$ cat config.mk
export PLATFORM = sky130hd
export DESIGN_NAME = hc595_serial_tx
export DESIGN_NICKNAME = d
export VERILOG_FILES = /design/src/rtl/hc595_tx_pkg.sv /design/src/rtl/hc595_serial_tx_timer.sv /design/src/rtl/hc595_serial_tx.sv
export SDC_FILE = /design/constraint.sdc
export NUM_CORES = 1
export LEC_CHECK = 0
export BUFFER_PORTS_ARGS = -buffer_cell sky130_fd_sc_hd__buf_2
export CAP_MARGIN = 10
export CORE_AREA = 2 2 75 77
export DETAILED_ROUTE_END_ITERATION = 10
export DIE_AREA = 0 0 77 79
export GPL_TIMING_DRIVEN = 0
export PLACE_DENSITY = 0.5
export SKIP_CTS_REPAIR_TIMING = 1
export SYNTH_ARGS = -nofsm -noshare
export SYNTH_HDL_FRONTEND = slang
export SYNTH_SLANG_ARGS = --single-unit
export TNS_END_PERCENT = 100
$ cat constraint.sdc
create_clock -name clk -period 5.5 [get_ports clk]
set_input_delay 0.275 -clock clk [delete_from_list [all_inputs] [get_ports clk]]
set_output_delay 0.275 -clock clk [all_outputs]
set_load 0.005 [all_outputs]
$ cat src/rtl/hc595_tx_pkg.sv
// Shared state type and default geometry for the 74HC595 serial transmitter.
package hc595_tx_pkg;

   typedef enum logic [1:0] {
      IDLE  = 2'd0,
      SHIFT = 2'd1,
      LATCH = 2'd2
   } tx_state_e;

   localparam int DEF_DATA_W  = 16;
   localparam int DEF_CLK_DIV = 4;

endpackage

$ cat src/rtl/hc595_serial_tx_timer.sv
// sclk_phase_timer: free-running CLK_DIV divider producing a one-cycle phase_done tick,
// realigned whenever a new word starts so every phase of that word is exactly CLK_DIV cycles.
module sclk_phase_timer #(
   parameter int CLK_DIV = 4
) (
   input  logic clk,
   input  logic rst,
   input  logic restart,
   output logic phase_done
);

   localparam int CNT_W = (CLK_DIV > 1) ? $clog2(CLK_DIV) : 1;
   localparam logic [CNT_W-1:0] LAST_CNT = CNT_W'(CLK_DIV - 1);

   logic [CNT_W-1:0] cnt_r;

   if (CLK_DIV < 1) begin : g_bad_clk_div
      $error("sclk_phase_timer: CLK_DIV must be >= 1");
   end

   // Phase counter: wraps every CLK_DIV cycles, restarts at zero when a word is accepted.
   always_ff @(posedge clk or posedge rst) begin
      if (rst) begin
         cnt_r <= '0;
      end else if (restart) begin
         cnt_r <= '0;
      end else if (cnt_r == LAST_CNT) begin
         cnt_r <= '0;
      end else begin
         cnt_r <= cnt_r + CNT_W'(1);
      end
   end

   assign phase_done = (cnt_r == LAST_CNT);

endmodule

$ cat src/rtl/hc595_serial_tx.sv
// hc595_serial_tx: shifts handshaked line words into a 74HC595 chain and strobes RCLK once per word.
// Optional display blanking around the latch is enabled by defining HC595_TX_BLANK_EN.
module hc595_serial_tx
   import hc595_tx_pkg::*;
#(
   parameter int DATA_W    = DEF_DATA_W,
   parameter int CLK_DIV   = DEF_CLK_DIV,
   parameter bit LSB_FIRST = 1'b1
) (
   input  logic              clk,
   input  logic              rst,
   input  logic [DATA_W-1:0] s_data,
   input  logic              s_valid,
   output logic              s_ready,
   output logic              sclk,
   output logic              sdata,
   output logic              rclk,
   output logic              oe_n,
   output logic              busy
);

   localparam int BIT_W = (DATA_W > 1) ? $clog2(DATA_W) : 1;
   localparam logic [BIT_W-1:0] LAST_BIT = BIT_W'(DATA_W - 1);

   tx_state_e         state_r;
   logic [DATA_W-1:0] shreg_r;
   logic [BIT_W-1:0]  bit_cnt_r;
   logic              s_ready_r;
   logic              sclk_r;
   logic              sdata_r;
   logic              rclk_r;
   logic              busy_r;

   logic              accept_s;
   logic              phase_done_s;
   logic              latch_start_s;
   logic              latch_end_s;
   logic [DATA_W-1:0] shreg_next_s;

   function automatic logic head_bit(input logic [DATA_W-1:0] word);
      return LSB_FIRST ? word[0] : word[DATA_W-1];
   endfunction

   assign accept_s      = s_valid && s_ready_r;
   assign shreg_next_s  = LSB_FIRST ? {1'b0, shreg_r[DATA_W-1:1]} : {shreg_r[DATA_W-2:0], 1'b0};
   assign latch_start_s = (state_r == SHIFT) && phase_done_s && sclk_r && (bit_cnt_r == LAST_BIT);
   assign latch_end_s   = (state_r == LATCH) && phase_done_s;

   sclk_phase_timer #(
      .CLK_DIV (CLK_DIV)
   ) u_phase_timer (
      .clk        (clk),
      .rst        (rst),
      .restart    (accept_s),
      .phase_done (phase_done_s)
   );

   // Transmit FSM: word capture, bit serialisation on SCLK, then the RCLK strobe.
   always_ff @(posedge clk or posedge rst) begin
      if (rst) begin
         state_r   <= IDLE;
         shreg_r   <= '0;
         bit_cnt_r <= '0;
         s_ready_r <= 1'b0;
         sclk_r    <= 1'b0;
         sdata_r   <= 1'b0;
         rclk_r    <= 1'b0;
         busy_r    <= 1'b0;
      end else begin
         case (state_r)
            IDLE: begin
               if (accept_s) begin
                  state_r   <= SHIFT;
                  shreg_r   <= s_data;
                  bit_cnt_r <= '0;
                  sdata_r   <= head_bit(s_data);
                  sclk_r    <= 1'b0;
                  s_ready_r <= 1'b0;
                  busy_r    <= 1'b1;
               end else begin
                  s_ready_r <= 1'b1;
               end
            end
            SHIFT: begin
               if (phase_done_s) begin
                  if (!sclk_r) begin
                     sclk_r <= 1'b1;
                  end else if (bit_cnt_r == LAST_BIT) begin
                     // SER returns low while the chain is latched.
                     sclk_r  <= 1'b0;
                     sdata_r <= 1'b0;
                     rclk_r  <= 1'b1;
                     state_r <= LATCH;
                  end else begin
                     sclk_r    <= 1'b0;
                     bit_cnt_r <= bit_cnt_r + BIT_W'(1);
                     shreg_r   <= shreg_next_s;
                     sdata_r   <= head_bit(shreg_next_s);
                  end
               end
            end
            LATCH: begin
               if (phase_done_s) begin
                  rclk_r    <= 1'b0;
                  busy_r    <= 1'b0;
                  s_ready_r <= 1'b1;
                  state_r   <= IDLE;
               end
            end
            default: begin
               state_r   <= IDLE;
               shreg_r   <= '0;
               bit_cnt_r <= '0;
               s_ready_r <= 1'b0;
               sclk_r    <= 1'b0;
               sdata_r   <= 1'b0;
               rclk_r    <= 1'b0;
               busy_r    <= 1'b0;
            end
         endcase
      end
   end

`ifdef HC595_TX_BLANK_EN
   localparam int TAIL_W = $clog2(CLK_DIV + 1);

   logic [TAIL_W-1:0] tail_r;
   logic              oe_n_r;

   // Blanking: /OE high for the whole latch plus CLK_DIV cycles after it, independent of the next word.
   always_ff @(posedge clk or posedge rst) begin
      if (rst) begin
         tail_r <= '0;
         oe_n_r <= 1'b0;
      end else if (latch_start_s) begin
         oe_n_r <= 1'b1;
      end else if (latch_end_s) begin
         tail_r <= TAIL_W'(CLK_DIV);
      end else if (tail_r != '0) begin
         tail_r <= tail_r - TAIL_W'(1);
         if (tail_r == TAIL_W'(1)) begin
            oe_n_r <= 1'b0;
         end
      end
   end

   assign oe_n = oe_n_r;
`else
   assign oe_n = 1'b0;
`endif

   assign s_ready = s_ready_r;
   assign sclk    = sclk_r;
   assign sdata   = sdata_r;
   assign rclk    = rclk_r;
   assign busy    = busy_r;

endmodule

After elaboration in Yosys (flattened, before gate mapping). Index checks and enable logic that the tools add are counted.

Output and inout port bits: 6. Bits in registers: 29. Word-level logic and storage cells: 70.

Bitwise operators: 3. $add $sub $neg: 2. Reductions and logical operators: 9. Eq/ne operators: 10. Multiplexer cells: 37.

Operator list (count): 16-bit two-way mux (4); 16-bit one-hot mux with 3 select lines (1); 4-bit two-way mux (4); 1-bit one-hot mux with 3 select lines (5); 5-bit AND reduction (3); 1-bit two-way mux (14); 2-bit two-way mux (7); 4-bit one-hot mux with 3 select lines (1); 2-bit != test, second input constant (5); 2-bit one-hot mux with 3 select lines (1); 3-bit AND reduction (2); 4-bit by 1-bit adder with 4-bit output, second input constant (1); 2-bit equality test, second input constant (2); 4-bit equality test, second input constant (1); 4-bit AND reduction (1); 1-bit inverter (3); 2-bit by 1-bit adder with 2-bit output, second input constant (1); 2-bit by 1-bit equality test with 1-bit output, second input constant (1); 2-bit zero test (1); 2-bit by 1-bit != test with 1-bit output, second input constant (1); 2-bit AND reduction (1); 1-bit logical AND (1).

Longest topological paths before layout.
Depth in word-level cells: 5. Mapped depth: 6.

By module. From an unflattened synthesis, not the netlist that was laid out.

Cell total of the unflattened synthesis: 134. Area total of the unflattened synthesis: 1478.9 um^2.

By module, submodules not included: hc595_serial_tx (area each 1402.6 um^2, sequential area each 650.6 um^2, instances 1, cells an instance 128); sclk_phase_timer (area each 76.3 um^2, sequential area each 50.0 um^2, instances 1, cells an instance 6).

Least setup slack after synthesis. OpenSTA, ideal clock, no wires.

Path type: reg2reg. From: reg bit_cnt_r[0]. To: reg shreg_r[14]. Buffers on the path: 1. Clock period less this slack: 1.743 ns. Setup slack: 3.757 ns. Cell stages (with the launch flop): 6. Arrival: 1.618 ns. Path through: dfrtp_1 > ha_1 > and3_1 > o221ai_4 > buf_8 > mux2_4.

Word-level cells in the longest chain between the ends: 3.

RTL lines: start, declared (line hc595_serial_tx.sv:27) `logic [BIT_W-1:0] bit_cnt_r;`; start signal, assigned (line hc595_serial_tx.sv:96) `bit_cnt_r <= bit_cnt_r + BIT_W'(1);`; 4-bit equality test (line hc595_serial_tx.sv:88) `end else if (bit_cnt_r == LAST_BIT) begin`; 2-bit != test (no source line); 5-bit AND reduction (no source line); end signal, assigned (line hc595_serial_tx.sv:74) `shreg_r <= s_data;`; end signal, assigned (line hc595_serial_tx.sv:97) `shreg_r <= shreg_next_s;`; end, declared (line hc595_serial_tx.sv:26) `logic [DATA_W-1:0] shreg_r;`.

No other way between the ends. A chain may end at the register's enable or synchronous reset.

Worst setup path after layout.
From: reg bit_cnt_r[0]. To: reg shreg_r[5].

Same word-level chain as after synthesis.

==> metrics.txt <==
status complete, no violations; clock buffer count from CTS 3; Crit Path Max Fanout 10; io pins 25; Routed Antenna Nets 0; Period Utilization, post-route 34.8%; gr usage total 10.9%; grt met3 use 1.36%; worst hold path type in2reg; Post-Synthesis Cells 137; final net count 188; number of warning messages in the yosys log 0; Main synth FF type dfrtp_1; Avg Inst Size Synth about 11 um2; Setup Viol. Count Final 0; die area between 6000 and 7000 um2; Layout area overhead 18.6%; layout cell share with drive strength beyond 1 31.5%; post-route cell area 1810 um2; power per cell area 439 nW/um2; crit path cell chain ha_1 > and3_1 > o221ai_4 > buf_8 > mux2_4; first-pass GRT wire length roughly 5300 um; hold wc startpoint s_valid; CP required approximately 5.7 ns; die width 77 um; Final HPWL DP 2270 um; wire per inst 13.2 um; Slowest-stage cell, CP dfrtp_1; drt total wl between 3000 and 4000 um; CP Launch Type flop; min cycle time layout 1.91 ns; Synth area leaders dfrtp_1 (46%), mux2i_1 (9.8%), mux2_2 (6.6%); grt total ovfl 0; Final Hold Viols 0; Longest Clk Path Bufs 2; DRT iter0 DRCs 26; Slew Limit Fails 0; Worst setup EP type flop; leak pwr 0.000919 uW; Worst-path clk slew 0.09 ns; Clock Latency Late Sink 0.27 ns; FF-to-FF Start bit_cnt_r[0]; Max H-tree Level 1; total negative slack 0 ns; Placed Area 1730 um2; unrepaired setup endpoints after global routing false; area leader, netlist dfrtp_1; Placer Congestion 0.760; vias in the first global route 1158; Core Rows 27; clock sink total 28; root buffer cell clkbuf_8; CTS tree done; first drt pass iteration count 4; I/O Buffers 23; CP Class reg2reg; drc violations 0; Worst Setup SP bit_cnt_r[0]; Initial Util 28.6%; fmax between 500 and 600 MHz; # diodes 0; WP buf/inv 1; core box area 5340 um2; top cells by count, synth dfrtp_1 (28), nor2_1 (18), mux2i_1 (15), mux2_2 (9), nand3_1 (7); Post-synth EDFFs 0; maxcap violations 0; fraction of registers with async set/reset 100%; grt met2 use between 10% and 20%; synthesized flop and latch total 28; final clock skew 0.00297 ns; cell area after synthesis 1530 um2; Synth top area share 45.9%; die height 79 um; initial antenna violation count 0; syn nets ~160; GR peak layer met2; GR Layer Usage met1 13.4%; register area share after synthesis 45.9%; top cell family by delay on the critical path flip-flops; largest net degree at the start of global routing 29; Crit path arrival time 2.08 ns; CP max stage delay between 0.4 and 0.5 ns; total number of vias 1104; post-detailed-route via-to-cell ratio 4.66; Yosys cell types 36; peak supply drop 178 uV; most instantiated library cell after synthesis dfrtp_1
## logic make-up (layout without fill, tap and decap cells)
family                     count (synthesis)  in the layout  share of synthesized area [%]
muxes                                     30             30                           22.4
and+or+nand+nor                           40             40                           13.9
other                                      1              1                          0.246
DFF                                       28             28                           45.9
xor gates and xnor gates                   1              1                          0.574
AOI/OAI and AO/OA                         20             20                           9.52
buffers and inverters                     15             43                           5.82
adders and majority gates                  2              2                           1.64
## layer usage
layer	up-vias	wire length, um
li1	538	-
met1	537	1380
met2	24	1610
met3	5	95
met4	0	46
met5	-	0
## worst paths after layout
kind | depth (start not counted) | slack (ns) | endpoint
max in group asynchronous | 4 | 4.61 | s_ready
min | 2 | 0.27 | u_phase_timer.cnt_r[1]
min reg2reg | 1 | 0.44 | u_phase_timer.cnt_r[0]
min in group asynchronous | 3 | 0.47 | shreg_r[8]
max | 5 | 3.59 | shreg_r[5]
max reg2reg | 5 | 3.59 | shreg_r[5]
## final cells by class
| cell class | count | area [um2] |
|---|---|---|
| fill | 583 | 3530 |
| multi-input combinational | 94 | 736 |
| sequential | 28 | 701 |
| timing repair buffer | 25 | 153 |
| tap | 72 | 90.1 |
| buffer | 9 | 66.3 |
| clock buffer | 3 | 41.3 |
| inverter | 6 | 22.5 |
## metrics by stage
| stage | total power (uW) | cells | util, % | hold WS (ns) | worst slack [ns] |
|---|---|---|---|---|---|
| floorplan | 606 | 137 | - | 0.340 | 3.76 |
| global placement | 672 | 232 | 32.4 | 0.422 | 3.61 |
| detailed placement | 688 | 232 | 32.4 | 0.431 | 3.60 |
| CTS | 803 | 235 | 33.2 | 0.264 | 3.57 |
| global route | 867 | 237 | 33.9 | 0.278 | 3.49 |
| finish | 795 | 237 | 33.9 | 0.271 | 3.59 |
## cells in the final DEF (no fill, tap or decap), types with 6 or more instances in the layout
cell	instances
o21ai_0	6
buf_2	25
nor2_1	18
inv_1	6
mux2_4	6
mux2i_1	15
dfrtp_1	28
nand3_1	7
mux2_2	9
## power breakdown
group | leakage, uW | switching [uW] | internal (uW)
combinational | 0.000570 | 143 | 187
clock | 0.0000216 | 62.6 | 49.2
sequential | 0.000327 | 59.4 | 294
total | 0.000919 | 265 | 530
## flip-flops by register name, indices dropped and copies added, names as in the netlist
| register | cells |
|---|---|
| bit_cnt_r | 4 |
| busy | 1 |
| rclk | 1 |
| s_ready | 1 |
| sclk | 1 |
| sdata | 1 |
| shreg_r | 15 |
| state_r | 2 |
| u_phase_timer.cnt_r | 2 |
No activity file was read; power rests on OpenSTA's default activity.
